$ cat src/rtl/demux_128_pkg.sv
`default_nettype none
// ============================================================================
// Module      : demux_128_pkg
// Description : Shared constants for the 128-bit 1:2 handshake demux.
//               Holds the default data/counter widths and the output port
//               index encoding used by in_sel.
// Revision    : 1.0  initial release
// ============================================================================
package demux_128_pkg;

  // Default widths picked up by the interface and the design modules.
  localparam int DATA_W_DEFAULT = 128;
  localparam int CNT_W_DEFAULT  = 16;

  // in_sel encoding.
  localparam logic PORT0 = 1'b0;
  localparam logic PORT1 = 1'b1;

endpackage : demux_128_pkg
`default_nettype wire

$ cat src/rtl/demux_128_hs_if.sv
`default_nettype none
// ============================================================================
// Module      : demux_128_hs_if
// Description : Bus bundle for demux_128_hs: one upstream valid/ready channel
//               with a destination select, two downstream valid/ready
//               channels, a flush strobe and the per-port delivery counters.
// Modports    : slave  - the demux (consumes upstream, drives downstream)
//               master - the environment around it
// Revision    : 1.0  initial release
// ============================================================================
interface demux_128_hs_if
  import demux_128_pkg::*;
#(
  parameter int DATA_W = DATA_W_DEFAULT,
  parameter int CNT_W  = CNT_W_DEFAULT
) ();

  logic              in_valid;
  logic              in_sel;
  logic [DATA_W-1:0] in_data;
  logic              in_ready;
  logic              flush;

  logic              out0_valid;
  logic              out0_ready;
  logic [DATA_W-1:0] out0_data;
  logic [CNT_W-1:0]  cnt0;

  logic              out1_valid;
  logic              out1_ready;
  logic [DATA_W-1:0] out1_data;
  logic [CNT_W-1:0]  cnt1;

  modport slave (
    input  in_valid, in_sel, in_data, flush, out0_ready, out1_ready,
    output in_ready, out0_valid, out0_data, cnt0, out1_valid, out1_data, cnt1
  );

  modport master (
    output in_valid, in_sel, in_data, flush, out0_ready, out1_ready,
    input  in_ready, out0_valid, out0_data, cnt0, out1_valid, out1_data, cnt1
  );

endinterface : demux_128_hs_if
`default_nettype wire

$ cat src/rtl/demux_128_hs_slot.sv
`default_nettype none
// ============================================================================
// Module      : out_slot_128
// Description : One-entry output register slot with delivery counter.
// Ports       : clk, rst        - clock, async active-high reset
//               i_load, i_data  - write a new block (caller guarantees room)
//               i_flush         - drop the held block on the next edge
//               i_ready         - downstream ready
//               o_valid, o_data - slot full flag and contents
//               o_cnt           - number of downstream handshakes (wraps)
//               o_can_accept    - slot can take a block this cycle
// Revision    : 1.0  initial release
// ============================================================================
module out_slot_128
  import demux_128_pkg::*;
#(
  parameter int DATA_W = DATA_W_DEFAULT,
  parameter int CNT_W  = CNT_W_DEFAULT
) (
  input  wire logic              clk,
  input  wire logic              rst,
  input  wire logic              i_load,
  input  wire logic [DATA_W-1:0] i_data,
  input  wire logic              i_flush,
  input  wire logic              i_ready,
  output logic                   o_valid,
  output logic      [DATA_W-1:0] o_data,
  output logic      [CNT_W-1:0]  o_cnt,
  output logic                   o_can_accept
);

  localparam logic [CNT_W-1:0] C_CNT_ONE = {{(CNT_W-1){1'b0}}, 1'b1};

  logic              r_full;
  logic [DATA_W-1:0] r_data;
  logic [CNT_W-1:0]  r_cnt;
  logic              w_drain;

  assign w_drain      = r_full & i_ready;
  // Room exists when empty, or when the current block leaves this same edge.
  assign o_can_accept = ~r_full | i_ready;

  always_ff @(posedge clk or posedge rst) begin
    if (rst) begin
      r_full <= 1'b0;
      r_data <= '0;
      r_cnt  <= '0;
    end else begin
      // A handshake concurrent with flush still counts as a delivery.
      if (w_drain) begin
        r_cnt <= r_cnt + C_CNT_ONE;
      end
      if (i_flush) begin
        r_full <= 1'b0;
      end else if (i_load) begin
        r_full <= 1'b1;
      end else if (w_drain) begin
        r_full <= 1'b0;
      end
      if (i_load) begin
        r_data <= i_data;
      end
    end
  end

  assign o_valid = r_full;
  assign o_data  = r_data;
  assign o_cnt   = r_cnt;

endmodule : out_slot_128
`default_nettype wire

$ cat src/rtl/demux_128_hs.sv
`default_nettype none
// ============================================================================
// Module      : demux_128_hs
// Description : 1:2 demultiplexer for 128-bit blocks with valid/ready
//               handshakes. Each destination owns a one-entry slot; upstream
//               ready depends only on the selected slot so one stalled port
//               never blocks traffic to the other.
// Ports       : clk  - clock
//               rst  - async active-high reset
//               bus  - demux_128_hs_if.slave (upstream, flush, two outputs,
//                      per-port delivery counters)
// Revision    : 1.0  initial release
// ============================================================================
module demux_128_hs
  import demux_128_pkg::*;
#(
  parameter int DATA_W = DATA_W_DEFAULT,
  parameter int CNT_W  = CNT_W_DEFAULT
) (
  input wire logic       clk,
  input wire logic       rst,
  demux_128_hs_if.slave  bus
);

  logic w_can0;
  logic w_can1;
  logic w_in_ready;
  logic w_accept;
  logic w_load0;
  logic w_load1;

  assign w_in_ready = ((bus.in_sel == PORT1) ? w_can1 : w_can0) & ~bus.flush;
  assign w_accept   = bus.in_valid & w_in_ready;
  assign w_load0    = w_accept & (bus.in_sel == PORT0);
  assign w_load1    = w_accept & (bus.in_sel == PORT1);
  assign bus.in_ready = w_in_ready;

  out_slot_128 #(.DATA_W(DATA_W), .CNT_W(CNT_W)) u_slot0 (
    .clk          (clk),
    .rst          (rst),
    .i_load       (w_load0),
    .i_data       (bus.in_data),
    .i_flush      (bus.flush),
    .i_ready      (bus.out0_ready),
    .o_valid      (bus.out0_valid),
    .o_data       (bus.out0_data),
    .o_cnt        (bus.cnt0),
    .o_can_accept (w_can0)
  );

  out_slot_128 #(.DATA_W(DATA_W), .CNT_W(CNT_W)) u_slot1 (
    .clk          (clk),
    .rst          (rst),
    .i_load       (w_load1),
    .i_data       (bus.in_data),
    .i_flush      (bus.flush),
    .i_ready      (bus.out1_ready),
    .o_valid      (bus.out1_valid),
    .o_data       (bus.out1_data),
    .o_cnt        (bus.cnt1),
    .o_can_accept (w_can1)
  );

endmodule : demux_128_hs
`default_nettype wire

$ cat src/flat_wrapper.sv
// flat-port wrapper written by rule: the top's interface ports become plain ports
module demux_128_hs_flat import demux_128_pkg::*;
#(
  parameter int DATA_W = DATA_W_DEFAULT,
  parameter int CNT_W  = CNT_W_DEFAULT
)
  (clk, rst, bus_in_valid, bus_in_sel, bus_in_data, bus_flush, bus_out0_ready, bus_out1_ready, bus_in_ready, bus_out0_valid, bus_out0_data, bus_cnt0, bus_out1_valid, bus_out1_data, bus_cnt1);
  demux_128_hs_if #(.DATA_W(DATA_W), .CNT_W(CNT_W)) bus_i ();
  input wire logic clk;
  input wire logic rst;
  input wire logic [$bits(bus_i.in_valid)-1:0] bus_in_valid;
  input wire logic [$bits(bus_i.in_sel)-1:0] bus_in_sel;
  input wire logic [$bits(bus_i.in_data)-1:0] bus_in_data;
  input wire logic [$bits(bus_i.flush)-1:0] bus_flush;
  input wire logic [$bits(bus_i.out0_ready)-1:0] bus_out0_ready;
  input wire logic [$bits(bus_i.out1_ready)-1:0] bus_out1_ready;
  output wire logic [$bits(bus_i.in_ready)-1:0] bus_in_ready;
  output wire logic [$bits(bus_i.out0_valid)-1:0] bus_out0_valid;
  output wire logic [$bits(bus_i.out0_data)-1:0] bus_out0_data;
  output wire logic [$bits(bus_i.cnt0)-1:0] bus_cnt0;
  output wire logic [$bits(bus_i.out1_valid)-1:0] bus_out1_valid;
  output wire logic [$bits(bus_i.out1_data)-1:0] bus_out1_data;
  output wire logic [$bits(bus_i.cnt1)-1:0] bus_cnt1;
  assign bus_i.in_valid = bus_in_valid;
  assign bus_i.in_sel = bus_in_sel;
  assign bus_i.in_data = bus_in_data;
  assign bus_i.flush = bus_flush;
  assign bus_i.out0_ready = bus_out0_ready;
  assign bus_i.out1_ready = bus_out1_ready;
  assign bus_in_ready = bus_i.in_ready;
  assign bus_out0_valid = bus_i.out0_valid;
  assign bus_out0_data = bus_i.out0_data;
  assign bus_cnt0 = bus_i.cnt0;
  assign bus_out1_valid = bus_i.out1_valid;
  assign bus_out1_data = bus_i.out1_data;
  assign bus_cnt1 = bus_i.cnt1;
  demux_128_hs #(.DATA_W(DATA_W), .CNT_W(CNT_W)) u_core (.clk(clk), .rst(rst), .bus(bus_i));
endmodule
$ cat config.mk
export PLATFORM = sky130hd
export DESIGN_NAME = demux_128_hs_flat
export DESIGN_NICKNAME = d
export VERILOG_FILES = /design/src/rtl/demux_128_pkg.sv /design/src/rtl/demux_128_hs_if.sv /design/src/rtl/demux_128_hs_slot.sv /design/src/rtl/demux_128_hs.sv /design/src/flat_wrapper.sv
export SDC_FILE = /design/constraint.sdc
export NUM_CORES = 1
export LEC_CHECK = 0
export CORE_ASPECT_RATIO = 0.75
export CORE_MARGIN = 5
export CORE_UTILIZATION = 44
export CTS_CLUSTER_DIAMETER = 100
export DETAILED_ROUTE_END_ITERATION = 16
export MAX_ROUTING_LAYER = met4
export PLACE_DENSITY = 0.92
export SKIP_LAST_GASP = 1
export SLEW_MARGIN = 30
export SYNTH_ARGS = -nofsm -noshare
export SYNTH_HDL_FRONTEND = slang
export SYNTH_SLANG_ARGS = --single-unit
$ cat constraint.sdc
create_clock -name clk -period 10.3 [get_ports clk]
set_input_delay 1.03 -clock clk [delete_from_list [all_inputs] [get_ports clk]]
set_output_delay 1.03 -clock clk [all_outputs]
set_load 0.01 [all_outputs]
Yosys cells after proc, flatten, opt, wreduce, memory -nomap -nowiden. Index checks and enable logic that the tools add are counted.

Register bits: 290. Bits of input ports: 135. Output and inout port bits: 291. Word-level logic and storage cells: 29.

Add/sub/neg operators: 2. Mux-type cells: 7. Bitwise logic cells: 12. Reduce and logical (&&, ||, !) cells: 2.

Operators by type and width (number): adder 16 x 1 -> 16 bit, second input constant (2); two-way mux 1 bit (7); AND 1 bit (6); nonzero test 3 bit (2); inverter 1 bit (4); bitwise OR 1 bit (2).

Depth between registers and ports, before layout. Gate-level depths: netlist of run 1.

Depth in word-level cells: 8. Mapped depth: 5. Depth with buffers taken out: 5.

Cells and area by module. A second synthesis of run 1 with hierarchy kept.

Cell total of the unflattened synthesis: 676. Area total of the unflattened synthesis: 11063.1 um2.

By module, submodules not included: out_slot_128 (instances 2, cells each 335, area each 5507.8 um2, sequential area each 3628.5 um2); demux_128_hs (instances 1, cells each 6, area each 47.5 um2, sequential area each 0.0 um2).

Worst setup path after synthesis of run 1. OpenSTA, ideal clock, no wires.

Path kind: in2out. From: in bus_out1_ready. To: out bus_in_ready. Arrival: 1387 ps. Data required time: 9270 ps. Path slack: 7883 ps. Stages: 3. Buffers on the path: 0. Cells stage by stage: nand2b_1 -> a21oi_1 -> nor2_1.

Word-level cells in the longest chain between the ends: 3.

RTL lines: from (decl) (line flat_wrapper.sv:16) `input wire logic [$bits(bus_i.out1_ready)-1:0] bus_out1_ready;`; bitwise OR 1 bit (line demux_128_hs_slot.sv:41) `assign o_can_accept = ~r_full | i_ready;`; two-way mux 1 bit (line demux_128_hs.sv:32) `assign w_in_ready = ((bus.in_sel == PORT1) ? w_can1 : w_can0) & ~bus.flush;`; AND 1 bit (line demux_128_hs.sv:32); to (decl) (line flat_wrapper.sv:17) `output wire logic [$bits(bus_i.in_ready)-1:0] bus_in_ready;`.

Every way passes these cells.

Worst setup path after layout of run 1. Ends and elaborated chain as after synthesis.

==> results.ini, run 1 <==
[status]
outcome=complete, no violations

[drt]
drt_iter0_markers=174
via_per_inst=4.98
dr.pass1.iters=4
route.detailed.drc=0
drtAntennaViolNets=0
route.vias.total=7287
routed_wl_um=31500
wl_per_cell_um=21.6

[synth]
syn_nets=807
synth_area_mm2=0.0111
synthDistinctLibCells=25
synth_cells=670
avgSynthCellArea_um2=16.5
yosysSeqAreaShare_pct=65.5
ys_seq_elements=290
yosysWarningCount=0

[cts]
ctsRootBufferMaster=clkbuf_16
cts_setup_buffers=0
cts_buffers=29
insertion_delay_ns=0.54
cts_buffer_depth=3
htreeDepth=1
cts_hold_buf=0
cts_tree=built
clk_pin_slew_ns=0.06
cts_resized=0
cts_sinks=290

[critical_path]
crit_chain=clkdlybuf4s50_1, nand2b_1, a21oi_1, nor2_1, clkdlybuf4s50_1
critPathLaunchType=input port
path_max_fanout=4
r2r-start=u_core.u_slot0.o_valid
cpMostUsedCell=clkdlybuf4s50_1
cp.required_ns=9.27
crit_path_top_delay_cell=clkdlybuf4s50_1
slowest_delay_ns=0.57
end_kind=output pin
reg2reg_setup_slack_ns=8.06
reg2reg_depth=5
cp.arrival_ns=2.63
worstSetupPathType=in2out
r2r-end=u_core.u_slot0.o_data[104]

[sta]
max_freq_mhz=273
slew_viol_final=0
fin_crit_sh_pct=35.6
relSlewSlack_pct=35.5
fin_ws_ns=6.64
post-route-min-period_ns=3.66
fin_tns_setup_ns=0
fin_skew_ns=0.0137
holdWs_ns=0.480
worst-slew-pin-transition_ns=0.968
setup_viol_count_final=0
rsz0062_at_grt=no
hold_violations=0

[grt]
grt.overflow.total=0
grt_pass1_vias=8290
grt_pass1_wl_um=48400
grt_max_degree=151
grt_use_total_pct=22.3
antenna_found_initial=0

[power_and_ir_drop]
power_mw=3.48
p_per_area_mw_per_mm2=211
ir_worst_vdd_v=0.000152
power_leakage_nw=6.91

[worst_hold_path]
min_path_cells=1
hold_end=u_core.u_slot0.o_cnt[15]
hp-start=u_core.u_slot0.o_cnt[15]
timing.hold.worst.class=reg2reg

[floorplan]
dieHeight_um=147
die_area_mm2=0.0285
start_util_pct=44.5
boundaryPins=426
coreArea_mm2=0.0249
rows=50
die_width_um=193

[final_layout]
multiInputGateArea_mm2=0.00352
seqCellArea_mm2=0.00726
antennaDiodeCount=0
mostFrequentLayoutCell=clkdlybuf4s50_1
final_nets=1241
fillers=1718
area_delta_synth_final_pct=48.8
drive_gt1_share_pct=27.9
postLayoutCoreUtil_pct=66.2
layout_common_cells=clkdlybuf4s50_1, dfrtp_1, mux2_2

[job]
maxCapViolations=0

[placed_design]
place_ws_ns=6.67
globalplace.congestion=0.820
io_buffers=425
dp_hpwl_um=22400

-- synth_stat cells --
master    count  area [um2]
a21o_1        1        7.51
nor4b_4       1        23.8
mux2_2      258        2910
nand2b_1      1        6.26
nand2_1      15        56.3
and4_1        4        35.0
inv_1         3        11.3
nand3_1      11        55.1
dfrtp_1     290        7260
buf_4         3        22.5
and3_1        1        6.26
buf_6        22         248
ha_1          2        25.0
xor2_1        8        70.1
nor4_1        2        12.5
or2_2         1        6.26
nor2b_4       1        13.8
xnor2_1      22         193
buf_2         3        15.0
and2_1        1        6.26
a21oi_1       1        5.00
nor2_1        9        33.8
o21ai_0       1        5.00
nor3_1        2        10.0
nand4_1       7        43.8
-- logic make-up (layout without fill, tap and decap cells) --
kind of cell             count (synthesis)  after routing  synth area share, %
flip-flops                             290            290                 65.5
multiplexers                           258            258                 26.2
AND/OR/NAND/NOR                         56             56                 2.79
buffers and inverters                   31            485                 2.68
XOR/XNOR                                30             30                 2.37
AO/OA/AOI/OAI                            3              3                0.158
adder cells (fa/ha/maj)                  2              2                0.226
-- routing by layer --
metal	GRT usage, %	share of wire (%)	vias to the layer above
met1	25.1	37	3675
met4	5.94	3.0	0
met5	-	0	-
met2	38.2	51	294
met3	7.55	9.3	65
li1	-	-	3253
-- where the power goes --
group / leakage [nW] / internal (mW) / switching, mW / total [mW]
sequential: 3.49 / 1.36 / 0.139 / 1.50
combinational: 2.95 / 0.588 / 0.366 / 0.955
clock: 0.463 / 0.597 / 0.430 / 1.03
-- worst max-delay path: cells and delay by family --
family,cells,cell delay [ns]
AOI/OAI and AO/OA,1,0.11
buffers and inverters,2,1.11
and+or+nand+nor,2,0.38
-- per-stage QoR --
stage	instances	cell area, um2
6_report	1462	16500
5_1_grt	1462	16500
4_1_cts	1462	16500
3_5_place_dp	1411	15500
3_3_place_gp	1410	15500
2_1_floorplan	670	11100
-- area by class of cell --
type / instances / share of cell area [%]
multi-input cells: 349 / 21.4
inverters: 3 / 0.144
clock inverters: 9 / 0.463
well taps: 338 / 2.57
flip-flops and latches: 290 / 44.0
repair buffers: 431 / 26.2
clock buffers: 42 / 5.19
-- how the worst max path moves through the flow --
stage               slack, ns  cells past startpoint                      end      startpoint
detailed placement       6.67                      5             bus_in_ready  bus_out1_ready
finish                   6.64                      5             bus_in_ready  bus_out1_ready
floorplan                1.26                      1  u_core.u_slot0.o_cnt[0]             rst
global route             6.57                      5             bus_in_ready  bus_out1_ready
CTS                      6.65                      5             bus_in_ready  bus_out1_ready
global placement         6.65                      5             bus_in_ready  bus_out1_ready
-- state kept, by name (all words and copies together), names as in the netlist --
name	flops
u_core.u_slot0.o_cnt	16
u_core.u_slot0.o_data	128
u_core.u_slot0.o_valid	1
u_core.u_slot1.o_cnt	16
u_core.u_slot1.o_data	128
u_core.u_slot1.o_valid	1
(Power assumes the default switching activity.)
==> run 2, diff against run 1 <==
==> constraint.sdc (replaced) <==
create_clock -name clk -period 3.41 [get_ports clk]
set_input_delay 0.341 -clock clk [delete_from_list [all_inputs] [get_ports clk]]
set_output_delay 0.341 -clock clk [all_outputs]
set_load 0.01 [all_outputs]
==> run 2 against run 1 <==
Via count is essentially flat. Non-clock buffer count is 12 higher. Wire length fell by 1.3%. Clock skew is 0.0073 ns lower. Cell count up 0.82%. Total power grew to 3.0 times the previous value. Die area is the same. First-iteration DRC count increased by 54%. Worst setup slack got worse by 5.5 ns. Design area is 0.72% higher. Sequential cell count stayed put. Critical path type is now reg2out.
==> results.ini, run 2 (synthesized netlist as in run 1, its figures left out) <==
[status]
outcome=complete, no violations

[placed_design]
globalplace.congestion=0.794
dp_hpwl_um=23000
io_buffers=425

[drt]
drt_iter0_markers=268
route.detailed.drc=0
via_per_inst=4.94
routed_wl_um=31100
route.vias.total=7285
drtAntennaViolNets=0
dr.pass1.iters=4
wl_per_cell_um=21.1

[cts]
cts_hold_buf=0
cts_setup_buffers=0
cts_sinks=290
ctsRootBufferMaster=clkbuf_16
insertion_delay_ns=0.53
cts_buffers=28
clk_pin_slew_ns=0.06
cts_tree=built
htreeDepth=1
cts_buffer_depth=3
cts_resized=0

[job]
maxCapViolations=0

[sta]
slew_viol_final=0
fin_skew_ns=0.00646
hold_violations=0
worst-slew-pin-transition_ns=0.828
fin_crit_sh_pct=66.8
holdWs_ns=0.349
setup_viol_count_final=0
relSlewSlack_pct=44.7
post-route-min-period_ns=2.28
rsz0062_at_grt=no
max_freq_mhz=439

[grt]
grt_max_degree=89
grt.overflow.total=0
grt_pass1_vias=8184
grt_pass1_wl_um=47800
antenna_found_initial=0
grt_use_total_pct=22.0

[power_and_ir_drop]
power_mw=10.5
ir_worst_vdd_v=0.000408
power_leakage_nw=6.97
p_per_area_mw_per_mm2=630

[final_layout]
area_delta_synth_final_pct=49.9
layout_common_cells=clkdlybuf4s50_1, dfrtp_1, mux2_2
postLayoutCoreUtil_pct=66.7
drive_gt1_share_pct=28.4
mostFrequentLayoutCell=clkdlybuf4s50_1
antennaDiodeCount=0
final_nets=1252

[floorplan]
boundaryPins=426
start_util_pct=44.5
die_area_mm2=0.0285
coreArea_mm2=0.0249
die_width_um=193
rows=50
dieHeight_um=147

[critical_path]
cp.required_ns=3.07
cp.arrival_ns=1.94
worstSetupPathType=reg2out
end_kind=output pin
path_max_fanout=4
critPathLaunchType=flop

[worst_hold_path]
timing.hold.worst.class=in2async

## run 2: worst paths after layout
check | slack [ns] | end | cells after the start | from
setup / recovery | 1.13 | bus_in_ready | 5 | u_core.u_slot0.o_valid
hold / removal | 0.35 | u_core.u_slot1.o_data[88] | 2 | rst
setup reg to reg | 1.37 | u_core.u_slot0.o_data[23] | 4 | u_core.u_slot0.o_valid
hold reg to reg | 0.47 | u_core.u_slot1.o_cnt[15] | 1 | u_core.u_slot1.o_cnt[15]
max in group asynchronous | 2.23 | u_core.u_slot1.o_data[99] | 3 | rst
min in group clk | 0.45 | u_core.u_slot1.o_data[96] | 2 | bus_in_data[96]
## run 2: power by group
part | switching [mW] | internal, mW
clock network | 1.28 | 1.76
logic | 1.10 | 1.79
registers | 0.415 | 4.11
## run 2: layout make-up
cell class	count	area, um2
inverter	3	15.0
multi-input combinational	349	3520
clock inverter	8	67.6
fill	1663	8300
clock buffer	43	838
timing repair buffer	443	4480
sequential	290	7260
tap	338	423
## run 2: worst max-delay path: stages (launching register included)
cell and delay (ns):
dfrtp_1 0.41, nor2b_4 0.16, nor2_1 0.09, a21oi_1 0.05
nor2_1 0.10, clkdlybuf4s50_1 0.59
## run 2: stage by stage
stage	area [um2]	worst slack, ns	setup TNS [ns]	instances
after floorplan	11100	-0.778	-225.67	670
after global placement	15700	1.04	0	1423
after detailed placement	15700	0.952	0	1423
after CTS	16600	1.10	0	1474
after global routing	16600	1.01	0	1474
final	16600	1.13	0	1474
## run 2: metal layers
metal / wire length [um] / track usage (%)
met5: 0 / -
met3: 2840 / 7.29
met4: 1170 / 7.11
met1: 11300 / 24.5
met2: 15800 / 37.4
==> run 3, diff against run 2 <==
==> constraint.sdc (replaced) <==
create_clock -name clk -period 2.25 [get_ports clk]
set_input_delay 0.225 -clock clk [delete_from_list [all_inputs] [get_ports clk]]
set_output_delay 0.225 -clock clk [all_outputs]
set_load 0.01 [all_outputs]
==> run 3 against run 2 <==
Via count grew 1.1%. Sequential share of layout area shrank 0.64 points. Cell count grew 0.54%. Count of clock-buffer cells in the layout is the same. First-iteration DRC count shrank 25%. Clock power grew 61%. Non-clock buffer count grew 9. Die area is the same. Design area grew 1.5%. Sequential power grew 52%. Critical path type unchanged. Sequential cell count is the same. Register-to-register slack lost 0.96 ns.
==> results.ini, run 3 (synthesized netlist as in run 1, its figures left out) <==
[job]
maxCapViolations=0

[critical_path]
reg2reg_depth=5
cp.depth=4
end_kind=output pin
worst-path-buf-inv=1
slowest_delay_ns=0.60
worstSetupPathType=reg2out
cp.arrival_ns=1.92
cp_top_family=buffers and inverters
crit_chain=nand2b_1, a21oi_1, nor2_1, clkdlybuf4s50_1
path_max_fanout=5
cp.required_ns=2.03
crit_path_top_delay_cell=clkdlybuf4s50_1
critPathLaunchType=flop

[grt]
grt_max_degree=99
grt.overflow.total=0
grt_use_total_pct=22.7
antenna_found_initial=0
grt_pass1_wl_um=49500
grt_pass1_vias=8500

[sta]
slew_viol_final=0
max_freq_mhz=466
relSlewSlack_pct=63.4
setup_viol_count_final=0
fin_tns_setup_ns=0
fin_skew_ns=0.0120
rsz0062_at_grt=no
post-route-min-period_ns=2.15
hold_violations=0
worst-slew-pin-transition_ns=0.549
fin_crit_sh_pct=95.4

[final_layout]
antennaDiodeCount=0
final_nets=1261
instances_no_fill=1482
area_delta_synth_final_pct=52.1
layout_common_cells=clkdlybuf4s50_1, dfrtp_1, mux2_2
drive_gt1_share_pct=29.0
design_area_mm2=0.0168
mostFrequentLayoutCell=clkdlybuf4s50_1

[placed_design]
io_buffers=425
dp_hpwl_um=23500
placed_area_mm2=0.0159
dp_cells=1431
globalplace.congestion=0.824

[cts]
cts_sinks=290
clk_pin_slew_ns=0.06
cts_buffer_depth=3
cts_buffers=28
cts_tree=built
insertion_delay_ns=0.54
ctsRootBufferMaster=clkbuf_16
cts_setup_buffers=0
htreeDepth=1

[worst_hold_path]
min_path_cells=2
timing.hold.worst.class=in2reg

[drt]
drt_iter0_markers=200
wl_per_cell_um=21.6
via_per_inst=4.97
route.detailed.drc=0
route.vias.total=7366
routed_wl_um=31900
drtAntennaViolNets=0
dr.pass1.iters=4

[power_and_ir_drop]
p_per_area_mw_per_mm2=962
power_mw=16.2
power_leakage_nw=7.08
ir_worst_vdd_v=0.000765

[floorplan]
coreArea_mm2=0.0249
start_util_pct=44.5
rows=50
dieHeight_um=147
die_area_mm2=0.0285
boundaryPins=426
die_width_um=193

[status]
outcome=complete, no violations

run 3: changes by cell type in the layout (fill, tap and decap cells not counted), sizes merged:
cell	previous run	this run
clkinv	6	3
dlygate4sd3	0	1
buf	18	26
bufinv	1	3
run 3: area by class of cell:
| cell class | instances | area, um2 |
|---|---|---|
| Sequential cell | 290 | 7260 |
| Inverter | 3 | 15.0 |
| Tap cell | 338 | 423 |
| Clock inverter | 7 | 113 |
| Timing Repair Buffer | 452 | 4660 |
| Fill cell | 1652 | 8050 |
| Multi-Input combinational cell | 349 | 3520 |
| Clock buffer | 43 | 858 |
run 3: where the power goes:
| group | switching, mW | internal, mW | total, mW | leakage [nW] |
|---|---|---|---|---|
| combinational | 1.68 | 2.74 | 4.42 | 3.11 |
| sequential | 0.634 | 6.23 | 6.87 | 3.49 |
| clock | 1.97 | 2.95 | 4.92 | 0.476 |
| total | 4.28 | 11.9 | 16.2 | 7.08 |
run 3: layer usage:
layer	up-vias	global-route usage [%]	part of all wire (%)
met5	-	-	0
met4	0	5.80	2.9
met3	62	7.32	8.6
met2	276	39.5	52
met1	3771	25.5	36
li1	3257	-	-
run 3: worst paths after layout:
path / to / from / slack (ns)
min in group asynchronous: u_core.u_slot0.o_data[92] / rst / 0.56
max: bus_in_ready / u_core.u_slot1.o_valid / 0.10
max reg2reg: u_core.u_slot0.o_data[116] / u_core.u_slot0.o_valid / 0.41
min reg2reg: u_core.u_slot0.o_cnt[15] / u_core.u_slot0.o_cnt[15] / 0.47
min: u_core.u_slot0.o_data[6] / bus_in_data[6] / 0.33
max in group asynchronous: u_core.u_slot1.o_data[41] / rst / 0.85
run 3: what timing repair did:
item                      4_1_cts  5_1_grt
resized for setup               0        0
hold buffers                    1        0
hold endpoints to repair        8        0
run 3: stage by stage:
step	util, %	hold WS, ns	setup WS, ns
after detailed placement	63.7	0.463	0.0974
after global placement	63.7	0.462	0.140
final	67.7	0.331	0.105
after floorplan	-	0.334	-1.82
after CTS	67.7	0.307	0.0492
after global routing	67.7	0.316	0.0136
